==> src/rtl/psum_requant_acc_pkg.sv <==
// Shared quantisation constants, controller state encoding and the requant
// function (bias add, rounding arithmetic shift, clamp to signed OUT_W).
package pkg_qnt;

  localparam int ACC_W = 40;
  localparam int OUT_W = 4;
  localparam logic signed [OUT_W-1:0] QMIN = -4'sd8;
  localparam logic signed [OUT_W-1:0] QMAX = 4'sd7;

  typedef enum logic [1:0] {
    IDLE  = 2'd0,
    ACCUM = 2'd1,
    DRAIN = 2'd2
  } state_e;

  typedef struct packed {
    logic [OUT_W-1:0] q;
    logic [ACC_W-1:0] raw;
    logic             sat;
  } rq_t;

  // Rounding is done one bit wider than the accumulator so adding the
  // half-LSB can never wrap a value sitting near the positive limit.
  function automatic rq_t requant(input logic signed [ACC_W-1:0] s,
                                  input logic signed [ACC_W-1:0] bias,
                                  input logic [4:0]              shift);
    logic signed [ACC_W-1:0] t;
    logic signed [ACC_W:0]   rnd;
    logic signed [ACC_W:0]   y;
    logic signed [ACC_W:0]   hi;
    logic signed [ACC_W:0]   lo;
    rq_t                     r;
    t   = s + bias;
    rnd = '0;
    if (shift != 5'd0) rnd[shift - 5'd1] = 1'b1;
    y   = ($signed({t[ACC_W-1], t}) + rnd) >>> shift;
    hi  = (ACC_W+1)'(QMAX);
    lo  = (ACC_W+1)'(QMIN);
    r.raw = t;
    r.sat = (y > hi) || (y < lo);
    if (y > hi)      r.q = QMAX;
    else if (y < lo) r.q = QMIN;
    else             r.q = y[OUT_W-1:0];
    return r;
  endfunction

endpackage

==> src/rtl/psum_requant_acc_requant.sv <==
// Combinational requantiser: raw = s + bias, q = clamp(round(raw >>> shift)).
// Kept standalone so the activation unit can reuse it.
module qnt_requant
  import pkg_qnt::*;
(
  input  logic signed [ACC_W-1:0] s_i,
  input  logic signed [ACC_W-1:0] bias_i,
  input  logic [4:0]              shift_i,
  output logic signed [OUT_W-1:0] q_o,
  output logic signed [ACC_W-1:0] raw_o,
  output logic                    sat_o
);

  rq_t res;

  always_comb begin
    res = requant(s_i, bias_i, shift_i);
  end

  assign q_o   = $signed(res.q);
  assign raw_o = $signed(res.raw);
  assign sat_o = res.sat;

endmodule

==> src/rtl/psum_requant_acc.sv <==
// K-tile partial-sum accumulator with bias, requantisation and a single
// output register on a valid/ready stream. ACC_W/OUT_W come from pkg_qnt.
module psum_requant_acc
  import pkg_qnt::*;
#(
  parameter int IN_W   = 32,
  parameter int TILE_W = 8,
  parameter int OCH_W  = 8
) (
  input  logic                    clk,
  input  logic                    rst,
  input  logic                    cfg_start,
  input  logic [TILE_W-1:0]       cfg_num_tiles,
  input  logic [OCH_W-1:0]        cfg_num_outputs,
  input  logic signed [IN_W-1:0]  cfg_bias,
  input  logic [4:0]              cfg_shift,
  input  logic signed [IN_W-1:0]  sum_in,
  input  logic                    sum_valid,
  output logic                    in_ready,
  output logic                    out_valid,
  input  logic                    out_ready,
  output logic signed [OUT_W-1:0] out_q,
  output logic signed [ACC_W-1:0] out_raw,
  output logic                    out_sat,
  output logic                    busy,
  output logic                    done
);

  state_e                  state_q, state_d;
  logic signed [ACC_W-1:0] acc_q, acc_d;
  logic [TILE_W-1:0]       tile_cnt_q, tile_cnt_d;
  logic [OCH_W-1:0]        och_cnt_q, och_cnt_d;
  logic [TILE_W-1:0]       num_tiles_q, num_tiles_d;
  logic [OCH_W-1:0]        num_outs_q, num_outs_d;
  logic signed [IN_W-1:0]  bias_q, bias_d;
  logic [4:0]              shift_q, shift_d;
  logic                    out_valid_q, out_valid_d;
  logic signed [OUT_W-1:0] out_q_q, out_q_d;
  logic signed [ACC_W-1:0] out_raw_q, out_raw_d;
  logic                    out_sat_q, out_sat_d;
  logic                    done_q, done_d;

  logic signed [ACC_W-1:0] sum_ext;
  logic signed [ACC_W-1:0] bias_ext;
  logic signed [ACC_W-1:0] acc_sum;
  logic signed [OUT_W-1:0] rq_q;
  logic signed [ACC_W-1:0] rq_raw;
  logic                    rq_sat;
  logic                    beat;
  logic                    final_beat;
  logic                    last_out;
  logic                    out_hs;

  assign sum_ext  = {{(ACC_W-IN_W){sum_in[IN_W-1]}}, sum_in};
  assign bias_ext = {{(ACC_W-IN_W){bias_q[IN_W-1]}}, bias_q};
  assign acc_sum  = acc_q + sum_ext;

  qnt_requant u_requant (
    .s_i     (acc_sum),
    .bias_i  (bias_ext),
    .shift_i (shift_q),
    .q_o     (rq_q),
    .raw_o   (rq_raw),
    .sat_o   (rq_sat)
  );

  // The adder tree cannot stall, so readiness only depends on whether the
  // output register will have room after this cycle.
  assign in_ready   = (state_q == ACCUM) && (!out_valid_q || out_ready);
  assign beat       = sum_valid && in_ready;
  assign final_beat = (tile_cnt_q == num_tiles_q - 1'b1);
  assign last_out   = (och_cnt_q == num_outs_q - 1'b1);
  assign out_hs     = out_valid_q && out_ready;

  always_comb begin
    state_d     = state_q;
    acc_d       = acc_q;
    tile_cnt_d  = tile_cnt_q;
    och_cnt_d   = och_cnt_q;
    num_tiles_d = num_tiles_q;
    num_outs_d  = num_outs_q;
    bias_d      = bias_q;
    shift_d     = shift_q;
    out_valid_d = out_hs ? 1'b0 : out_valid_q;
    out_q_d     = out_q_q;
    out_raw_d   = out_raw_q;
    out_sat_d   = out_sat_q;
    done_d      = 1'b0;
    unique case (state_q)
      IDLE: begin
        if (cfg_start) begin
          num_tiles_d = (cfg_num_tiles == '0) ? TILE_W'(1) : cfg_num_tiles;
          num_outs_d  = (cfg_num_outputs == '0) ? OCH_W'(1) : cfg_num_outputs;
          bias_d      = cfg_bias;
          shift_d     = cfg_shift;
          acc_d       = '0;
          tile_cnt_d  = '0;
          och_cnt_d   = '0;
          state_d     = ACCUM;
        end
      end
      ACCUM: begin
        if (beat && final_beat) begin
          out_q_d     = rq_q;
          out_raw_d   = rq_raw;
          out_sat_d   = rq_sat;
          out_valid_d = 1'b1;
          acc_d       = '0;
          tile_cnt_d  = '0;
          och_cnt_d   = och_cnt_q + 1'b1;
          if (last_out) state_d = DRAIN;
        end else if (beat) begin
          acc_d      = acc_sum;
          tile_cnt_d = tile_cnt_q + 1'b1;
        end
      end
      DRAIN: begin
        if (out_hs) begin
          done_d  = 1'b1;
          state_d = IDLE;
        end
      end
      default: state_d = IDLE;
    endcase
  end

  always_ff @(posedge clk) begin
    if (rst) begin
      state_q     <= IDLE;
      acc_q       <= '0;
      tile_cnt_q  <= '0;
      och_cnt_q   <= '0;
      num_tiles_q <= '0;
      num_outs_q  <= '0;
      bias_q      <= '0;
      shift_q     <= '0;
      out_valid_q <= 1'b0;
      out_q_q     <= '0;
      out_raw_q   <= '0;
      out_sat_q   <= 1'b0;
      done_q      <= 1'b0;
    end else begin
      state_q     <= state_d;
      acc_q       <= acc_d;
      tile_cnt_q  <= tile_cnt_d;
      och_cnt_q   <= och_cnt_d;
      num_tiles_q <= num_tiles_d;
      num_outs_q  <= num_outs_d;
      bias_q      <= bias_d;
      shift_q     <= shift_d;
      out_valid_q <= out_valid_d;
      out_q_q     <= out_q_d;
      out_raw_q   <= out_raw_d;
      out_sat_q   <= out_sat_d;
      done_q      <= done_d;
    end
  end

  assign out_valid = out_valid_q;
  assign out_q     = out_q_q;
  assign out_raw   = out_raw_q;
  assign out_sat   = out_sat_q;
  assign busy      = (state_q != IDLE);
  assign done      = done_q;

endmodule

==> config.mk <==
export PLATFORM = sky130hd
export DESIGN_NAME = psum_requant_acc
export DESIGN_NICKNAME = d
export VERILOG_FILES = /design/src/rtl/psum_requant_acc_pkg.sv /design/src/rtl/psum_requant_acc_requant.sv /design/src/rtl/psum_requant_acc.sv
export SDC_FILE = /design/constraint.sdc
export NUM_CORES = 1
export LEC_CHECK = 0
export CORE_UTILIZATION = 60
export DETAILED_ROUTE_END_ITERATION = 8
export PLACE_DENSITY = 0.91
export SYNTH_ARGS = -nofsm -noshare
export SYNTH_HDL_FRONTEND = slang
export SYNTH_HIERARCHICAL = 1
export SYNTH_SLANG_ARGS = --single-unit
export TNS_END_PERCENT = 100
==> constraint.sdc <==
create_clock -name clk -period 16.2 [get_ports clk]
set_input_delay 4.86 -clock clk [delete_from_list [all_inputs] [get_ports clk]]
set_output_delay 4.86 -clock clk [all_outputs]
set_load 0.02 [all_outputs]
==> results by group <==
Logic synthesis
  – Mapped Avg Cell Area: between 7 and 8 µm²
  – Synth Register Bits: around 160
  – Seq/Total Area, Yosys: 0.196
  – Mapped Area: 16100 µm²
  – Mapped Cells: between 2000 and 2500
  – Number of synthesized flops with an enable pin: 0
  – Asr flop ratio synth: 0
  – Syn nets: roughly 2400
  – Count of cell types in the netlist: around 100
  – Top_reg_cell synth: dfxtp_1
  – YS warnings: 6

CTS
  – PostCTS Resize Cnt: 0
  – Clock H-tree levels: 4
  – Num CTS Buffers: 17
  – Clock-pin transition on the worst setup and hold timing paths: roughly 80 ps
  – Clock Latency Late Sink: between 400 and 500 ps
  – CTS tree: yes
  – CTS max path bufs: 2
  – Setup bufs post-CTS: 0
  – CTS Hold Bufs: 0
  – Num Clock Sinks: 158
  – Root buf cell: clkbuf_16

Critical path
  – Element type at the critical path end: flip-flop
  – R2R setup slack: 6660 ps
  – WP data required: between 15000 and 20000 ps
  – Nature of the critical path startpoint: input pin
  – Crit-path slowest cell: a2111oi_0
  – Max incr delay on CP: between 900 and 1000 ps
  – Max FO, Critical Path: 10
  – Type of the worst setup path: input pin to flip-flop
  – Critical path data arrival time: 14400 ps

Die
  – DIE WIDTH: about 170 µm
  – Number of I/O pins: between 100 and 150
  – Row cnt: 59
  – DIE AREA: 27500 µm²
  – Core area: between 20000 and 30000 µm²
  – Die height: 166 µm
  – Effective utilization at floorplan: 0.616

Placement
  – Placed cell count: about 2500
  – HPWL reported at the end of detailed placement: ~40 mm
  – I/O Buffers: about 140
  – RePlAce Congestion: between 1 and 1.5

Routing
  – First-iteration detailed-routing DRC count: about 1900
  – Vias per cell: about 6.9
  – # DRC: 2
  – DRT Pass-1 Iters: 9
  – Vias: between 15000 and 20000
  – Total Wirelength: about 54 mm
  – WL/cell: ~21 µm
  – Final ANT Viol Nets: 0

Global route
  – Remaining Overflow, GRT: 0
  – Gr usage total: 0.381
  – Vias in the first global route: around 17000
  – Largest net degree at the start of global routing: 81
  – Antenna violations before repair: 0
  – First-pass GRT wire length: roughly 86 mm

STA
  – Worst slew margin: 0.206
  – RSZ-0062 raised after global routing: no
  – Fin. max-slew vios: 0
  – Fraction of the cycle the final worst path needs: 0.870
  – Worst-margin pin slew: about 1200 ps
  – Count of final hold-check violations: 0
  – Setup TNS: 0 ps
  – Setup Skew: about 16 ps
  – Max Freq: ~71 MHz
  – Final Setup Violations: 0
  – Crit path time final: 14100 ps

Layout
  – Syn-to-layout area delta: 12.5%
  – Layout cells sized above 1: 0.0587
  – Diode count: 0
  – Fin nets: roughly 2400
  – Non-Filler Instances: around 2600

Power and ir drop
  – Worst ir drop on vdd: around 0.057 mV
  – Pwr dens: between 90 and 100 nW/µm²
  – Leakage power: roughly 7.7 nW

Outcome
  – Outcome: finished with violations
  – Failing checks: DRC

Min path
  – Worst Hold Class: flip-flop to flip-flop

Flow run
  – Max Cap Viol: 0
==> logic make-up (layout without fill, tap and decap cells) <==
kind of cell               after synthesis  count (layout)  share of synthesized area
and+or+nand+nor                        800             800                      0.228
other                                    1               1                   0.000232
adders and majority gates              117             117                     0.0921
muxes                                   95              95                     0.0692
AOI/OAI and AO/OA                      690             690                      0.293
buffers and inverters                  169             232                     0.0418
xor gates and xnor gates               140             140                     0.0790
DFF                                    158             158                      0.196
==> cells in the mapped netlist (18+ instances only) <==
cell type	number	area share
buf_2	21	0.0065
nor2_1	224	0.052
o21ai_1	22	0.0068
o21ai_0	79	0.025
inv_1	38	0.0088
a21o_1	57	0.027
dfxtp_1	158	0.20
xor2_1	71	0.039
a31oi_1	31	0.012
xnor2_1	64	0.035
a211oi_1	38	0.018
a21oi_1	196	0.061
nand3_1	46	0.014
and2_1	18	0.0070
nand2_1	306	0.071
nand4_1	47	0.018
ha_1	114	0.088
nor3_1	50	0.016
clkbuf_1	87	0.020
a22oi_1	28	0.013
o211ai_1	33	0.015
mux2i_1	71	0.044
a22o_1	21	0.011
nor4_1	20	0.0078
==> critical path: cells and delay by family <==
| kind | cells | cell delay (ps) |
|---|---|---|
| and+or+nand+nor | 13 | 3100 |
| xor gates and xnor gates | 2 | 560 |
| buffers and inverters | 2 | 530 |
| AOI/OAI and AO/OA | 12 | 3550 |
| muxes | 2 | 410 |
| adders and majority gates | 4 | 1370 |
==> power breakdown <==
group	switching (W)	leakage [nW]	internal, W
Sequential	0.00000896	1.28	0.000401
Clock	0.000192	0.278	0.000222
Combinational	0.000544	6.10	0.000306
==> area by class of cell <==
type	count	area [µm²]
clock inverters	13	139
fillers	2188	8060
inverters	46	175
well taps	335	419
flip-flops and latches	158	3160
clock buffers	19	443
repair buffers	154	1500
multi-input cells	1843	12300
==> metrics by stage <==
step | power (W) | setup slack, ps | cell area (µm²) | hold WS (ps) | util
3_5_place_dp | 0.00123 | 1890 | 17600 | 452 | 0.670
2_1_floorplan | 0.00101 | 3500 | 16100 | 435 | -
6_report | 0.00167 | 2100 | 18100 | 458 | 0.692
4_1_cts | 0.00164 | 2280 | 18100 | 461 | 0.692
5_1_grt | 0.00175 | 1300 | 18100 | 478 | 0.692
3_3_place_gp | 0.00122 | 1910 | 17600 | 446 | 0.670
==> state kept, by name, summed over array words and instances (netlist names), 2 cells and up <==
signal / cells
state_q: 2
num_outs_q: 8
bias_q: 32
shift_q: 5
acc_q: 40
out_raw: 40
och_cnt_q: 8
out_q: 4
tile_cnt_q: 8
num_tiles_q: 8
==> per-layer routing <==
metal  GRT usage  wire (µm)  up-vias
met5           0          0        -
met3      0.0450       4450      176
met2       0.631      24800     1020
met4       0.181       2430        0
li1            -          -     8152
met1       0.494      22300     8328
==> layout by cell type, fill, tap and decap left out, types with 57 or more instances in the layout <==
master           instances
a21oi_1                195
clkdlybuf4s50_1        137
xnor2_1                 64
nand2_1                305
ha_1                   114
xor2_1                  71
a21o_1                  57
nor2_1                 224
o21ai_0                 79
dfxtp_1                157
mux2i_1                 71
==> worst paths after layout <==
| path | startpoint | to | cells past startpoint |
|---|---|---|---|
| worst max register to register | acc_q[0] | out_sat | 34 |
| worst min-delay path | bias_q[22] | bias_q[22] | 2 |
| worst min register to register | bias_q[22] | bias_q[22] | 2 |
| worst max-delay path | sum_in[0] | out_sat | 35 |
(Power assumes the default switching activity.)
